$ cat src/rtl/bsg_fma_pkg.sv
// rtl/bsg_fma_pkg.sv - shared opcodes, operand widths and op struct for the shared FMA controller
package bsg_fma_pkg;

    localparam int op_ab_width_lp = 32;
    localparam int op_c_width_lp  = 48;

    localparam logic e_fma_op_mul = 1'b0;
    localparam logic e_fma_op_add = 1'b1;

    typedef struct packed {
        logic                      opcode;
        logic [op_ab_width_lp-1:0] a;
        logic [op_ab_width_lp-1:0] b;
        logic [op_c_width_lp-1:0]  c;
    } fma_op_s;

endpackage

$ cat src/rtl/bsg_fma_rr_arb.sv
// rtl/bsg_fma_rr_arb.sv - round-robin arbiter with a rotating priority pointer
module bsg_fma_rr_arb #(
    parameter int num_req_p    = 4,
    parameter int tag_width_lp = $clog2(num_req_p)
) (
    input  logic                    clk_i,
    input  logic                    reset_i,
    input  logic [num_req_p-1:0]    reqs_i,
    input  logic                    en_i,
    output logic [num_req_p-1:0]    grant_o,
    output logic                    grant_v_o,
    output logic [tag_width_lp-1:0] grant_id_o
);

    logic [tag_width_lp-1:0] ptr_r;
    logic [num_req_p-1:0]    hi_mask;
    logic [num_req_p-1:0]    reqs_hi;
    logic [num_req_p-1:0]    pick;
    logic [tag_width_lp-1:0] grant_id;
    logic                    any_req;

    // Requests at or above the pointer win; otherwise wrap to the lowest index.
    always_comb begin
        hi_mask = '0;
        for (int i = 0; i < num_req_p; i++) begin
            hi_mask[i] = (tag_width_lp'(i) >= ptr_r);
        end
    end

    assign reqs_hi = reqs_i & hi_mask;
    assign pick    = (|reqs_hi) ? reqs_hi : reqs_i;
    assign any_req = |reqs_i;

    always_comb begin
        grant_id = '0;
        for (int i = num_req_p - 1; i >= 0; i--) begin
            if (pick[i]) begin
                grant_id = tag_width_lp'(i);
            end
        end
    end

    always_comb begin
        grant_o = '0;
        for (int i = 0; i < num_req_p; i++) begin
            grant_o[i] = en_i && any_req && (grant_id == tag_width_lp'(i));
        end
    end

    assign grant_v_o  = en_i && any_req;
    assign grant_id_o = grant_id;

    always_ff @(posedge clk_i or posedge reset_i) begin
        if (reset_i) begin
            ptr_r <= '0;
        end else if (grant_v_o) begin
            if (grant_id == tag_width_lp'(num_req_p - 1)) begin
                ptr_r <= '0;
            end else begin
                ptr_r <= grant_id + 1'b1;
            end
        end
    end

endmodule

$ cat src/rtl/bsg_fma_share_ctrl.sv
// rtl/bsg_fma_share_ctrl.sv - shares one pipelined FMA datapath among requesters with tagged responses
module bsg_fma_share_ctrl
    import bsg_fma_pkg::*;
#(
    parameter int num_req_p     = 4,
    parameter int fma_latency_p = 3,
    localparam int tag_width_lp = $clog2(num_req_p)
) (
    input  logic                        clk_i,
    input  logic                        reset_i,
    input  logic [num_req_p-1:0]        req_v_i,
    input  logic [num_req_p-1:0]        req_opcode_i,
    input  logic [32*num_req_p-1:0]     req_a_i,
    input  logic [32*num_req_p-1:0]     req_b_i,
    input  logic [48*num_req_p-1:0]     req_c_i,
    output logic [num_req_p-1:0]        req_yumi_o,
    input  logic                        drain_i,
    output logic                        fma_v_o,
    output logic                        fma_opcode_o,
    output logic [31:0]                 fma_a_o,
    output logic [31:0]                 fma_b_o,
    output logic [47:0]                 fma_c_o,
    input  logic                        fma_v_i,
    input  logic [47:0]                 fma_res_i,
    input  logic                        fma_type_i,
    output logic [num_req_p-1:0]        resp_v_o,
    output logic [47:0]                 resp_res_o,
    output logic                        resp_type_o,
    output logic                        idle_o,
    output logic                        error_o
);

    logic                    grant_v;
    logic [tag_width_lp-1:0] grant_id;
    fma_op_s                 sel_op;

    fma_op_s                 issue_r;
    logic                    fma_v_r;
    logic [tag_width_lp-1:0] issue_tag_r;

    logic [fma_latency_p-1:0] pipe_v_r;
    logic [tag_width_lp-1:0]  pipe_tag_r [fma_latency_p];
    logic                     tail_v;
    logic [tag_width_lp-1:0]  tail_tag;

    logic [num_req_p-1:0]    resp_v_r;
    logic [47:0]             resp_res_r;
    logic                    resp_type_r;
    logic                    error_r;
    logic [num_req_p-1:0]    resp_onehot;

    // Holding reset also blocks grants so no yumi escapes while the block is cleared.
    bsg_fma_rr_arb #(
        .num_req_p    (num_req_p),
        .tag_width_lp (tag_width_lp)
    ) arb (
        .clk_i      (clk_i),
        .reset_i    (reset_i),
        .reqs_i     (req_v_i),
        .en_i       (~drain_i & ~reset_i),
        .grant_o    (req_yumi_o),
        .grant_v_o  (grant_v),
        .grant_id_o (grant_id)
    );

    always_comb begin
        sel_op = '0;
        for (int i = 0; i < num_req_p; i++) begin
            if (grant_id == tag_width_lp'(i)) begin
                sel_op.opcode = req_opcode_i[i];
                sel_op.a      = req_a_i[32*i +: 32];
                sel_op.b      = req_b_i[32*i +: 32];
                sel_op.c      = req_c_i[48*i +: 48];
            end
        end
    end

    // Operands only load on a grant so the datapath inputs stay quiet between ops.
    always_ff @(posedge clk_i or posedge reset_i) begin
        if (reset_i) begin
            issue_r     <= '0;
            fma_v_r     <= 1'b0;
            issue_tag_r <= '0;
        end else begin
            fma_v_r <= grant_v;
            if (grant_v) begin
                issue_r     <= sel_op;
                issue_tag_r <= grant_id;
            end
        end
    end

    assign fma_v_o      = fma_v_r;
    assign fma_opcode_o = issue_r.opcode;
    assign fma_a_o      = issue_r.a;
    assign fma_b_o      = issue_r.b;
    assign fma_c_o      = issue_r.c;

    always_ff @(posedge clk_i or posedge reset_i) begin
        if (reset_i) begin
            pipe_v_r <= '0;
            for (int s = 0; s < fma_latency_p; s++) begin
                pipe_tag_r[s] <= '0;
            end
        end else begin
            pipe_v_r[0]   <= fma_v_r;
            pipe_tag_r[0] <= issue_tag_r;
            for (int s = 1; s < fma_latency_p; s++) begin
                pipe_v_r[s]   <= pipe_v_r[s-1];
                pipe_tag_r[s] <= pipe_tag_r[s-1];
            end
        end
    end

    assign tail_v   = pipe_v_r[fma_latency_p-1];
    assign tail_tag = pipe_tag_r[fma_latency_p-1];

    always_comb begin
        resp_onehot = '0;
        for (int i = 0; i < num_req_p; i++) begin
            resp_onehot[i] = (tail_tag == tag_width_lp'(i));
        end
    end

    // A datapath result without a matching tag (or vice versa) is dropped and flagged.
    always_ff @(posedge clk_i or posedge reset_i) begin
        if (reset_i) begin
            resp_v_r    <= '0;
            resp_res_r  <= '0;
            resp_type_r <= 1'b0;
            error_r     <= 1'b0;
        end else begin
            if (fma_v_i && tail_v) begin
                resp_v_r    <= resp_onehot;
                resp_res_r  <= fma_res_i;
                resp_type_r <= fma_type_i;
            end else begin
                resp_v_r    <= '0;
            end
            if (fma_v_i != tail_v) begin
                error_r <= 1'b1;
            end
        end
    end

    assign resp_v_o    = resp_v_r;
    assign resp_res_o  = resp_res_r;
    assign resp_type_o = resp_type_r;
    assign error_o     = error_r;
    assign idle_o      = ~fma_v_r & ~(|pipe_v_r);

endmodule

$ cat config.mk
export PLATFORM = sky130hd
export DESIGN_NAME = bsg_fma_share_ctrl
export DESIGN_NICKNAME = d
export VERILOG_FILES = /design/src/rtl/bsg_fma_pkg.sv /design/src/rtl/bsg_fma_rr_arb.sv /design/src/rtl/bsg_fma_share_ctrl.sv
export SDC_FILE = /design/constraint.sdc
export NUM_CORES = 1
export LEC_CHECK = 0
export ABC_AREA = 1
export CAP_MARGIN = 20
export CORE_AREA = 2 2 268 270
export CTS_CLUSTER_DIAMETER = 30
export DETAILED_ROUTE_END_ITERATION = 8
export DIE_AREA = 0 0 270 272
export PLACE_DENSITY_LB_ADDON = 0.08
export SLEW_MARGIN = 40
export SYNTH_ARGS = -nofsm -noshare
export SYNTH_HDL_FRONTEND = slang
export SYNTH_HIERARCHICAL = 1
export SYNTH_SLANG_ARGS = --single-unit
$ cat constraint.sdc
create_clock -name clk_i -period 9.3 [get_ports clk_i]
set_input_delay 0.93 -clock clk_i [delete_from_list [all_inputs] [get_ports clk_i]]
set_output_delay 0.93 -clock clk_i [all_outputs]
set_load 0.02 [all_outputs]
==> results.json <==
{
  "p_total_mw": 4.32,
  "max_cap_violations": 0,
  "hold_buffers": 0,
  "netSwitchingFraction_pct": 45.2,
  "worstSetupEndpointType": "output port",
  "ys_seq_elements": 181,
  "die_w_um": 270,
  "die_area_um2": 73400,
  "synth-seq-area-share_pct": 44.2,
  "postCtsSetupBuffers": 0,
  "drive_gt1_share_pct": 3.32,
  "gp_congestion": 0.880,
  "cts_resized": 0,
  "syn_avg_cell_area_um2": 6.75,
  "cts_buffer_depth": 2,
  "finalSetupTns_ns": 0,
  "status": "finished clean",
  "grtUsageTotal_pct": 16.0,
  "drc": 0,
  "netlist_area_um2": 10300,
  "p_seq_share_pct": 27.4,
  "ys_warn_count": 6,
  "p_per_area_nw_per_um2": 233,
  "clk_pin_slew_ns": 0.08,
  "cts_tree": "yes",
  "fill_cells": 7817,
  "vias": 12300,
  "critical_path.max_fanout": 67,
  "drtAntennaViolNets": 0,
  "hpwl_mm": 44.6,
  "final_common_cell": "clkdlybuf4s50_1",
  "port_buffers": 681,
  "cts_buffers": 17,
  "final_nets": 2636,
  "worstMarginPinSlew_ns": 0.849,
  "drt_iter0_markers": 676,
  "cts_root_buffer": "clkbuf_16",
  "core_area_um2": 70800,
  "period_needed_ns": 4.53,
  "max_freq_ghz": 0.221,
  "criticalPathCategory": "input port to output port",
  "vias_per_cell": 3.97,
  "max_slew_margin_pct": 43.4,
  "clk_latency_ns": 0.48,
  "rsz0062_at_grt": "false",
  "drtPass1Iterations": 5,
  "setup_viol_count_final": 0,
  "clkPwrFrac_pct": 18.4,
  "grt_overflow_total": 0,
  "cts_max_level": 4,
  "cp_data_arrival_time_ns": 3.60,
  "maxSlewViolCount": 0,
  "synth.net_count": 2030,
  "ir_drop_mv": 0.0936,
  "num_rows": 98,
  "grt_pass1_vias": 12400,
  "post_drt_wl_per_cell_um": 19.3,
  "hold_viol": 0,
  "p_comb_share_pct": 54.2,
  "required_ns": 8.37,
  "clkSinkCount": 181,
  "area_growth_pct": 80.5,
  "synthCells": 1518,
  "finalCritPeriodShare_pct": 48.7,
  "mostFrequentLayoutCells": "clkdlybuf4s50_1 (681), nand2_1 (611), nor2_1 (232)",
  "grt_pass1_wl_mm": 86.3,
  "hold_path_class": "register to register",
  "pin_count": 682,
  "startpoint_type": "input port",
  "grt_max_degree": 124,
  "worst_clock_skew_ns": 0.0105,
  "antenna_found_initial": 8,
  "ys_types": 24,
  "p_int_mw": 2.37,
  "die_h_um": 272,
  "routed_wl_mm": 59.7,
  "power.leakage_nw": 8.18,
  "start_util_pct": 14.5,
  "p_sw_mw": 1.95
}
==> cell usage after synthesis <==
library cell	instances	area share [%]
buf_2	32	1.6
dfrtp_1	181	44
buf_1	2	0.073
nand4_1	1	0.061
or2_2	1	0.061
inv_1	7	0.26
nand2_2	5	0.31
ha_1	3	0.37
nor2_2	4	0.24
a21oi_4	1	0.16
inv_2	8	0.29
nand2_1	611	22
a21oi_2	1	0.085
clkbuf_1	54	2.0
nor2_1	232	8.5
nor3_1	4	0.20
o21ai_0	115	5.6
buf_6	17	1.9
buf_4	4	0.29
nor4_1	1	0.061
clkinv_1	1	0.037
nand3_1	231	11
nor2_4	1	0.11
o21ai_1	1	0.049
==> cell families (layout without fill, tap and decap cells) <==
logic type	Yosys count	after routing	share of synthesized area [%]
AO/OA/AOI/OAI	118	118	5.91
other	0	4	0
flip-flops	181	181	44.2
buffers and inverters	125	744	6.36
AND/OR/NAND/NOR	1091	1091	43.2
adder cells (fa/ha/maj)	3	3	0.366
==> critical path: stages <==
cell and delay [ns]:
clkdlybuf4s50_1 0.57, a21oi_2 0.10, nand3_1 0.10, nand2_2 0.08
nor2_2 0.12, nand2_2 0.09, inv_4 0.56, ha_1 0.30
inv_1 0.04, nor2_1 0.09, clkdlybuf4s50_1 0.61
==> final cells by class <==
type | count | area, um^2 | area share [%]
antenna | 4 | 10.0 | 0.0541
clock buffer | 19 | 453 | 2.45
clock inverter | 13 | 161 | 0.872
inverter | 16 | 88.8 | 0.480
multi-input combinational | 1212 | 5080 | 27.4
sequential | 181 | 4530 | 24.5
tap | 950 | 1190 | 6.42
timing repair buffer | 696 | 6990 | 37.8
==> path summary, 6_finish.rpt <==
check                                              start                        to  slack, ns  cells past startpoint
max in group asynchronous                        reset_i    fma_a_o[2]$_DFFE_PP0P_       7.49                      3
min in group asynchronous                        reset_i  arb/ptr_r[0]$_DFFE_PP0P_       0.86                      2
worst max register to register  arb/ptr_r[1]$_DFFE_PP0P_   fma_c_o[15]$_DFFE_PP0P_       6.03                     13
worst min-delay path             pipe_tag_r[2]$_DFF_PP0_     tail_tag[0]$_DFF_PP0_       0.36                      0
worst min register to register   pipe_tag_r[2]$_DFF_PP0_     tail_tag[0]$_DFF_PP0_       0.36                      0
worst max-delay path                          req_v_i[1]             req_yumi_o[3]       4.77                     11
==> power by group through the flow <==
stage | Sequential, mW | Combinational, mW | Clock (mW)
after global placement | 1.20 | 2.40 | 0
after global routing | 1.22 | 2.56 | 0.866
after CTS | 1.19 | 2.40 | 0.846
after floorplan | 1.48 | 0.934 | 0
final | 1.18 | 2.34 | 0.795
after detailed placement | 1.20 | 2.39 | 0
==> routing by layer <==
layer / vias to the layer above / wire length [um] / track usage [%]
met4: 8 / 894 / 4.36
li1: 6049 / - / -
met2: 432 / 30600 / 28.5
met3: 40 / 4130 / 5.07
met5: - / 48 / 0
met1: 5737 / 24000 / 18.2
==> sequential cells by signal, summed over array words and instances (netlist names) <==
| register | cells |
|---|---|
| resp_v_o | 4 |
| arb/ptr_r | 2 |
| resp_type_o | 1 |
| error_o | 1 |
| fma_a_o | 32 |
| fma_c_o | 48 |
| tail_tag | 2 |
| fma_opcode_o | 1 |
| resp_res_o | 48 |
| pipe_tag_r | 4 |
| pipe_v_r | 3 |
| fma_v_o | 1 |
| issue_tag_r | 2 |
| fma_b_o | 32 |
==> through the flow <==
stage / hold WS, ns / cell area, um^2 / setup WS (ns) / util (%) / instances
2_1_floorplan: 0.331 / 10300 / 3.51 / - / 1518
3_3_place_gp: 0.339 / 17800 / 4.74 / 25.1 / 3052
3_5_place_dp: 0.339 / 17800 / 4.75 / 25.2 / 3053
4_1_cts: 0.355 / 18400 / 4.75 / 26.1 / 3085
5_1_grt: 0.361 / 18500 / 4.57 / 26.2 / 3091
6_report: 0.356 / 18500 / 4.77 / 26.2 / 3091
(Power assumes the default switching activity.)
